$ cat src/rtl/serial_receiver.sv
// Five-lane serial link receiver: deframes header + four data lanes, checks parity,
// decodes packet type and drives ACK/garbage/game-data handshakes with duplicate filtering.
module serial_receiver #(
    parameter int LANE_BITS = 64,
    parameter int GBG_W     = 4
) (
    input  logic                   clk,
    input  logic                   rst,
    input  logic                   serial_in_h,
    input  logic                   serial_in_0,
    input  logic                   serial_in_1,
    input  logic                   serial_in_2,
    input  logic                   serial_in_3,
    output logic                   ready_received,
    output logic                   game_lost_received,
    output logic                   ack_received,
    output logic                   ack_seqNum,
    output logic                   garbage_valid,
    output logic [GBG_W-1:0]       garbage,
    output logic                   data_valid,
    output logic [4*LANE_BITS-1:0] payload,
    output logic                   send_ack,
    output logic                   send_ack_seqNum,
    output logic                   rx_error,
    output logic [7:0]             error_count
);

    localparam int PW    = 4 * LANE_BITS;
    localparam int CNT_W = $clog2(LANE_BITS + 2);
    localparam logic [CNT_W-1:0] LAST_CNT = CNT_W'(LANE_BITS + 1);
    localparam logic [CNT_W-1:0] HDR_END  = CNT_W'(5);

    typedef enum logic {IDLE, RECV} state_t;
    typedef enum logic [2:0] {
        T_READY     = 3'd1,
        T_GAME_LOST = 3'd2,
        T_ACK       = 3'd3,
        T_GARBAGE   = 3'd4,
        T_GAME_DATA = 3'd5
    } ptype_t;

    state_t state, state_nxt;

    logic [4:0]                meta, sync;
    logic [CNT_W-1:0]          cnt;
    logic [4:0]                hdr;
    logic [3:0][LANE_BITS-1:0] lanes;
    logic [PW-1:0]             lanes_flat;
    logic                      last_seq, seq_valid;

    logic       last_bit, hdr_ok, type_ok, frame_ok, dup;
    logic [3:0] lane_ok;
    logic [2:0] ptype;
    logic       pseq;

    // sync[4] is the header lane, sync[3:0] the data lanes
    always_ff @(posedge clk or posedge rst) begin
        if (rst) begin
            meta <= '0;
            sync <= '0;
        end else begin
            meta <= {serial_in_h, serial_in_3, serial_in_2, serial_in_1, serial_in_0};
            sync <= meta;
        end
    end

    always_ff @(posedge clk or posedge rst) begin
        if (rst) state <= IDLE;
        else     state <= state_nxt;
    end

    always_comb begin
        state_nxt = state;
        case (state)
            IDLE: if (sync[4]) state_nxt = RECV;
            RECV: if (cnt == LAST_CNT) state_nxt = IDLE;
        endcase
    end

    always_ff @(posedge clk or posedge rst) begin
        if (rst) begin
            cnt   <= '0;
            hdr   <= '0;
            lanes <= '0;
        end else if (state == IDLE) begin
            if (sync[4]) cnt <= CNT_W'(1);
        end else begin
            cnt <= cnt + CNT_W'(1);
            if (cnt <= HDR_END) hdr <= {hdr[3:0], sync[4]};
            // Lane parity bits are consumed live in the last cycle, never shifted in
            if (cnt != LAST_CNT) begin
                for (int unsigned k = 0; k < 4; k++)
                    lanes[k] <= {lanes[k][LANE_BITS-2:0], sync[k]};
            end
        end
    end

    always_comb begin
        lanes_flat = lanes;
        ptype      = hdr[4:2];
        pseq       = hdr[1];
        hdr_ok     = ~^hdr;
        for (int unsigned k = 0; k < 4; k++)
            lane_ok[k] = ~^{lanes[k], sync[k]};
        type_ok  = (ptype >= 3'd1) && (ptype <= 3'd5);
        frame_ok = hdr_ok && (&lane_ok) && type_ok;
        dup      = seq_valid && (pseq == last_seq);
        last_bit = (state == RECV) && (cnt == LAST_CNT);
    end

    always_ff @(posedge clk or posedge rst) begin
        if (rst) begin
            ready_received     <= 1'b0;
            game_lost_received <= 1'b0;
            ack_received       <= 1'b0;
            ack_seqNum         <= 1'b0;
            garbage_valid      <= 1'b0;
            garbage            <= '0;
            data_valid         <= 1'b0;
            payload            <= '0;
            send_ack           <= 1'b0;
            send_ack_seqNum    <= 1'b0;
            rx_error           <= 1'b0;
            error_count        <= '0;
            last_seq           <= 1'b0;
            seq_valid          <= 1'b0;
        end else begin
            ready_received     <= 1'b0;
            game_lost_received <= 1'b0;
            ack_received       <= 1'b0;
            garbage_valid      <= 1'b0;
            data_valid         <= 1'b0;
            send_ack           <= 1'b0;
            rx_error           <= 1'b0;
            if (last_bit) begin
                if (!frame_ok) begin
                    rx_error <= 1'b1;
                    if (error_count != 8'hFF) error_count <= error_count + 8'd1;
                end else begin
                    case (ptype)
                        T_READY:     ready_received     <= 1'b1;
                        T_GAME_LOST: game_lost_received <= 1'b1;
                        T_ACK: begin
                            ack_received <= 1'b1;
                            ack_seqNum   <= pseq;
                        end
                        T_GARBAGE, T_GAME_DATA: begin
                            send_ack        <= 1'b1;
                            send_ack_seqNum <= pseq;
                            if (!dup) begin
                                if (ptype == T_GARBAGE) begin
                                    garbage       <= lanes_flat[GBG_W-1:0];
                                    garbage_valid <= 1'b1;
                                end else begin
                                    payload    <= lanes_flat;
                                    data_valid <= 1'b1;
                                end
                                last_seq  <= pseq;
                                seq_valid <= 1'b1;
                            end
                        end
                        default: ;
                    endcase
                end
            end
        end
    end

endmodule

$ cat config.mk
export PLATFORM = sky130hd
export DESIGN_NAME = serial_receiver
export DESIGN_NICKNAME = d
export VERILOG_FILES = /design/src/rtl/serial_receiver.sv
export SDC_FILE = /design/constraint.sdc
export NUM_CORES = 1
export LEC_CHECK = 0
export CORE_ASPECT_RATIO = 0.9
export CORE_MARGIN = 2
export CORE_UTILIZATION = 35
export CTS_CLUSTER_SIZE = 14
export DETAILED_ROUTE_END_ITERATION = 10
export HOLD_SLACK_MARGIN = 0.1
export SKIP_CTS_REPAIR_TIMING = 1
export SLEW_MARGIN = 10
export SYNTH_ARGS = -nofsm -noshare
export SYNTH_HDL_FRONTEND = slang
export SYNTH_SLANG_ARGS = --single-unit
export TNS_END_PERCENT = 1
$ cat constraint.sdc
create_clock -name clk -period 22.2 [get_ports clk]
set_input_delay 5.55 -clock clk [delete_from_list [all_inputs] [get_ports clk]]
set_output_delay 5.55 -clock clk [all_outputs]
set_load 0.1 [all_outputs]
==> metrics.cfg, run 1 <==
[logic_synthesis]
synth-seq-area-share_pct = 60.6
yosys.area.top_type = dfrtp_1
synth.top_cell.area_share_pct = 60.6
syn_inst = 1489
synth_ff_type = dfrtp_1
synthTopCellsByArea = dfrtp_1 61%, mux2_2 14%, mux2_1 11%
yosysWarnings = 0
avgSynthCellArea_um2 = 15.5
ys_seq_elements = 558
synth_edf_count = 0
syn-num-nets = 1503
synth.distinct_cells = 33
mappedNetlistArea_um2 = 23000
async_flop_share_pct = 100

[die]
core_area_um2 = 65400
dieHeight_um = 247
die_area_um2 = 67900
rows = 89
start_util_pct = 35.3
die_w_um = 274
pin_count = 284

[setup_path]
crit_top_cell = buf_4
worst-path-max-fanout = 112
path_class = in2async
r2r_slack_ps = 16710
required_ps = 22770
setup.worst_path.start = rst
r2r_cells = 12
critical-path-slowest-cell = buf_4
cpPeakStageDelay_ps = 890
arrival_ps = 10170
reg2reg_to = payload[128]
r2r_start = lanes[222]
cp_top_family = buffers and inverters
cp-endpoint = lanes[156]
crit_chain = clkdlybuf4s50_1, inv_8, buf_4, buf_4, buf_4, buf_4
start_kind = input pin
critPathCaptureType = async pin
crit_cells = 6
critPathBufInv = 6

[route]
drc = 0
avgRoutedWirePerCell_um = 17.6
via_per_inst = 4.60
drtIter0Drc = 629
vias = 12400
dr.pass1.iters = 4
routed_wl_um = 47400
drt.antenna.violating_nets = 0

[layout]
drive_above_1_share_pct = 22.0
fill_cells = 5846
nNetsFinal = 1797
antennaDiodeCount = 0
area_delta_synth_final_pct = 24.8
layout_commonest_cell = dfrtp_1
final_cell_mix = 558 x dfrtp_1, 294 x mux2_2, 280 x clkdlybuf4s50_1

[place]
port_buffers = 283
dp_hpwl_um = 31700
gp_congestion = 0.726

[pwr]
total_power_mw = 4.04
ir_drop_mv = 0.172
power_density_nw_per_um2 = 141
p_leak_nw = 13.0

[grt]
grt_pass1_wl_um = 75300
grt_pass1_vias = 13100
antenna_found_initial = 0
grt_overflow_total = 0
track_usage_pct = 14.0
grt_max_degree = 130

[min_path]
hold_class = reg2reg

[timing]
rsz0062_at_grt = no
setup_viol = 0
period_minus_slack_ps = 9590
hold_viol = 0
timing.final.crit_share_pct = 43.2
tns_ps = 0
relSlewSlack_pct = 26.9
fin_worst_skew_ps = 15.8
tightestPinTransition_ps = 1090
finalMaxSlewViolations = 0
max_freq_mhz = 104

[outcome]
status = finished, final reports clean

[clock_tree]
cts_buffer_depth = 3
clockRootBuffer = clkbuf_16
path_clk_slew_ps = 60
cts-buffers-inserted = 59
h-tree-depth = 2
cts_sinks = 558
cts_tree = built
clk_latency_ps = 600

[flow_run]
drv_cap = 0

layer usage:
layer / vias up / global-route usage, % / share of wire, % / routed length (um)
met1: 6398 / 19.4 / 47 / 22200
li1: 5732 / - / - / -
met2: 188 / 22.3 / 47 / 22400
met5: - / 0 / 0 / 0
met3: 77 / 2.95 / 4.3 / 2020
met4: 0 / 3.71 / 1.9 / 899
report_power, final:
group	switching [mW]	internal (mW)
Combinational	0.820	0.815
Clock	0.397	0.616
Sequential	0.208	1.19
Total	1.42	2.62
cell type report:
class | instances | area [um2] | area share, %
inverter | 5 | 26.3 | 0.0913
clock buffer | 95 | 1820 | 6.34
multi-input combinational | 864 | 8750 | 30.4
timing repair buffer | 295 | 2930 | 10.2
tap | 864 | 1080 | 3.76
clock inverter | 13 | 200 | 0.696
sequential | 558 | 14000 | 48.5
cell families after synthesis:
group	Yosys count	share of synthesized area (%)
flops	558	60.6
buf+inv	67	1.50
xor+xnor	265	10.3
simple gates	51	1.19
mux	523	25.6
fa+ha+maj	7	0.380
compound gates	18	0.478
sequential cells by signal (all words and copies together), names as in the netlist, 4 cells and up:
name / count
error_count: 8
garbage: 4
hdr: 5
cnt: 7
payload: 256
lanes: 256
meta: 5
sync: 5
synthesized netlist by cell type, types with 2 or more instances:
master / count
o211ai_1: 3
ha_1: 7
nor2b_1: 3
nand2_1: 10
dfrtp_1: 558
nand2b_1: 4
inv_1: 5
xor2_1: 38
o21ai_0: 8
and2_1: 2
buf_4: 24
clkbuf_1: 33
nand4b_1: 2
xnor2_1: 223
buf_2: 4
xnor3_1: 4
o31ai_1: 2
and3_1: 2
a21oi_1: 2
mux2_1: 229
nor2_1: 6
mux2_2: 294
nand4_1: 2
nor3_1: 9
nand3_1: 7
per-stage QoR:
step           cells  util (%)  setup WS (ps)  hold WS [ps]  instance area, um2
2_1_floorplan   1489         -           1050           331               23000
3_3_place_gp    2586      40.9          11810           333               26700
3_5_place_dp    2586      40.9          11720           336               26700
4_1_cts         2694      44.0          12370           349               28800
5_1_grt         2694      44.0          11830           354               28800
6_report        2694      44.0          12610           347               28800
worst register-to-register path: cells and delay by family (launching register included):
family,cells,cell delay (ps)
AO/OA/AOI/OAI,1,310
XOR/XNOR,6,1840
buffers and inverters,2,1620
flip-flops,1,420
multiplexers,1,470
AND/OR/NAND/NOR,2,710
worst min path at each step:
stage / from / end / slack, ps / depth (start not counted)
5_1_grt: meta[1] / sync[1] / 350 / 0
6_report: meta[3] / sync[3] / 350 / 0
3_5_place_dp: meta[1] / sync[1] / 340 / 0
3_3_place_gp: meta[4] / sync[4] / 330 / 0
4_1_cts: meta[3] / sync[3] / 350 / 0
2_1_floorplan: meta[0] / sync[0] / 330 / 0
(Power assumes the default switching activity.)
==> run 2, diff against run 1 <==
- clock period: 22.2 -> 8.1 ns (I/O delays scaled with it)
==> run 2 against run 1 <==
  * Critical path depth is 5 higher
  * Cell count about the same
  * Global-route usage rose by 0.18 points
  * Flip-flop and latch count unchanged
  * Die area did not move
  * Final area about the same
  * Critical endpoint is now payload[131]
  * Clock skew about the same
  * Setup slack worse by 8900 ps
==> metrics.cfg, run 2 (synthesis results as in run 1) <==
[timing]
hold_viol = 0  ; unchanged
period_minus_slack_ps = 4430
tightestPinTransition_ps = 1140  ; +45.0 ps
fin_hold_ws_ps = 347  ; +0.399 ps
tns_ps = 0  ; unchanged
fin_worst_skew_ps = 15.6  ; -0.178 ps
max_freq_mhz = 226
timing.final.crit_share_pct = 54.7
worst_slack_ps = 3670  ; -8930 ps
rsz0062_at_grt = no
finalMaxSlewViolations = 0  ; unchanged
setup_viol = 0  ; unchanged
relSlewSlack_pct = 23.9  ; -3.0 points

[clock_tree]
cts-buffers-inserted = 60  ; +1.7%
cts_tree = built
h-tree-depth = 2  ; unchanged
cts_buffer_depth = 3  ; unchanged
clockRootBuffer = clkbuf_16
path_clk_slew_ps = 60  ; about the same
clk_latency_ps = 600  ; about the same
cts_sinks = 558  ; unchanged

[route]
via_per_inst = 4.63  ; +0.67%
drc = 0  ; unchanged
vias = 12500  ; +0.64%
dr.pass1.iters = 4  ; unchanged
routed_wl_um = 47900  ; +1.0%
drtIter0Drc = 545  ; -13%
drt.antenna.violating_nets = 0  ; unchanged
avgRoutedWirePerCell_um = 17.8  ; +1.1%

[grt]
grt_pass1_wl_um = 76600  ; +1.8%
grt_overflow_total = 0  ; unchanged
track_usage_pct = 14.2  ; +0.18 points
grt_max_degree = 179  ; +38%
antenna_found_initial = 0  ; unchanged
grt_pass1_vias = 13300  ; +1.5%

[setup_path]
r2r_cells = 11  ; -1
r2r_start = lanes[205]
path_class = reg2reg
start_kind = flip-flop
critPathCaptureType = flip-flop
worst-path-max-fanout = 135  ; +21%
reg2reg_to = payload[131]
required_ps = 8580  ; -14190 ps
arrival_ps = 4910  ; -5260 ps
r2r_slack_ps = 3670  ; -13040 ps

[min_path]
hold_class = reg2reg
hp-start = meta[2]
hold_end = sync[2]
min_path_cells = 0  ; unchanged

[layout]
utilization_pct = 44.0  ; about the same
final_cell_mix = 558 x dfrtp_1, 294 x mux2_2, 281 x clkdlybuf4s50_1
nNetsFinal = 1797  ; unchanged
final_cell_area_um2 = 28800  ; about the same
drive_above_1_share_pct = 22.0  ; about the same
layout_commonest_cell = dfrtp_1
antennaDiodeCount = 0  ; unchanged
area_delta_synth_final_pct = 24.9  ; about the same
largestRegisters = lanes: 256 flops, payload: 256 flops, error_count: 8 flops
final_cells = 2693  ; -0.037%

[die]
dieHeight_um = 247  ; unchanged
die_area_um2 = 67900  ; unchanged
start_util_pct = 35.3  ; unchanged
core_area_um2 = 65400  ; unchanged
die_w_um = 274  ; unchanged
pin_count = 284  ; unchanged
rows = 89  ; unchanged

[pwr]
ir_drop_mv = 0.476  ; +180%
total_power_mw = 10.9  ; +170%
p_leak_nw = 13.0  ; -0.13%
power_density_nw_per_um2 = 377  ; +170%

[place]
dp_hpwl_um = 31700  ; -0.28%
dpl_cell_area_um2 = 26800  ; +0.20%
port_buffers = 283  ; unchanged
placed_cells = 2585  ; -0.039%
gp_congestion = 0.737  ; +1.5%
pre_cts_ws_ps = 3680  ; -8040 ps

[flow_run]
drv_cap = 0  ; unchanged

[outcome]
status = finished, final reports clean

## run 2: cell count changes in the layout (fill, tap and decap cells not counted), sizes merged
cell / before / now
clkinvlp: 1 / 4
clkdlybuf4s50: 280 / 281
clkbuf: 95 / 90
buf: 15 / 13
clkinv: 7 / 10
bufinv: 5 / 4
## run 2: how the worst max path moves through the flow
stage / from / endpoint / slack (ps)
5_1_grt: lanes[245] / payload[131] / 3400
3_3_place_gp: lanes[245] / payload[131] / 3740
3_5_place_dp: lanes[229] / payload[138] / 3680
2_1_floorplan: rst / ack_received / -1520
4_1_cts: lanes[229] / payload[135] / 3640
6_report: lanes[205] / payload[131] / 3670
## run 2: final cells by class
class	instances	area [um2]
flip-flops and latches	558	14000
well taps	864	1080
clock inverters	18	205
inverters	5	22.5
clock buffers	90	1780
repair buffers	294	2990
multi-input cells	864	8750
fillers	5765	36600
## run 2: worst max-delay path, stage by stage, from the launching register on
cell       delay [ps]
dfrtp_1           420
xor2_1            170
xnor2_1           200
xnor2_1           130
xnor2_1           300
xnor3_1           390
xnor2_1           490
o2111ai_1         300
or2_1             380
nor3_4            320
buf_12            440
mux2_2            410
## run 2: routing by layer
metal  vias up  global-route usage [%]  share of wire [%]
met5         -                       0                  0
met4         0                    4.00                1.9
met3        67                    3.05                4.6
met2       202                    22.7                 47
met1      6468                    19.5                 46
li1       5737                       -                  -
## run 2: report_power, final
group	leakage, nW	internal, mW	switching [mW]
logic	4.72	2.21	2.08
clock network	0.971	1.63	1.10
registers	7.32	3.25	0.571
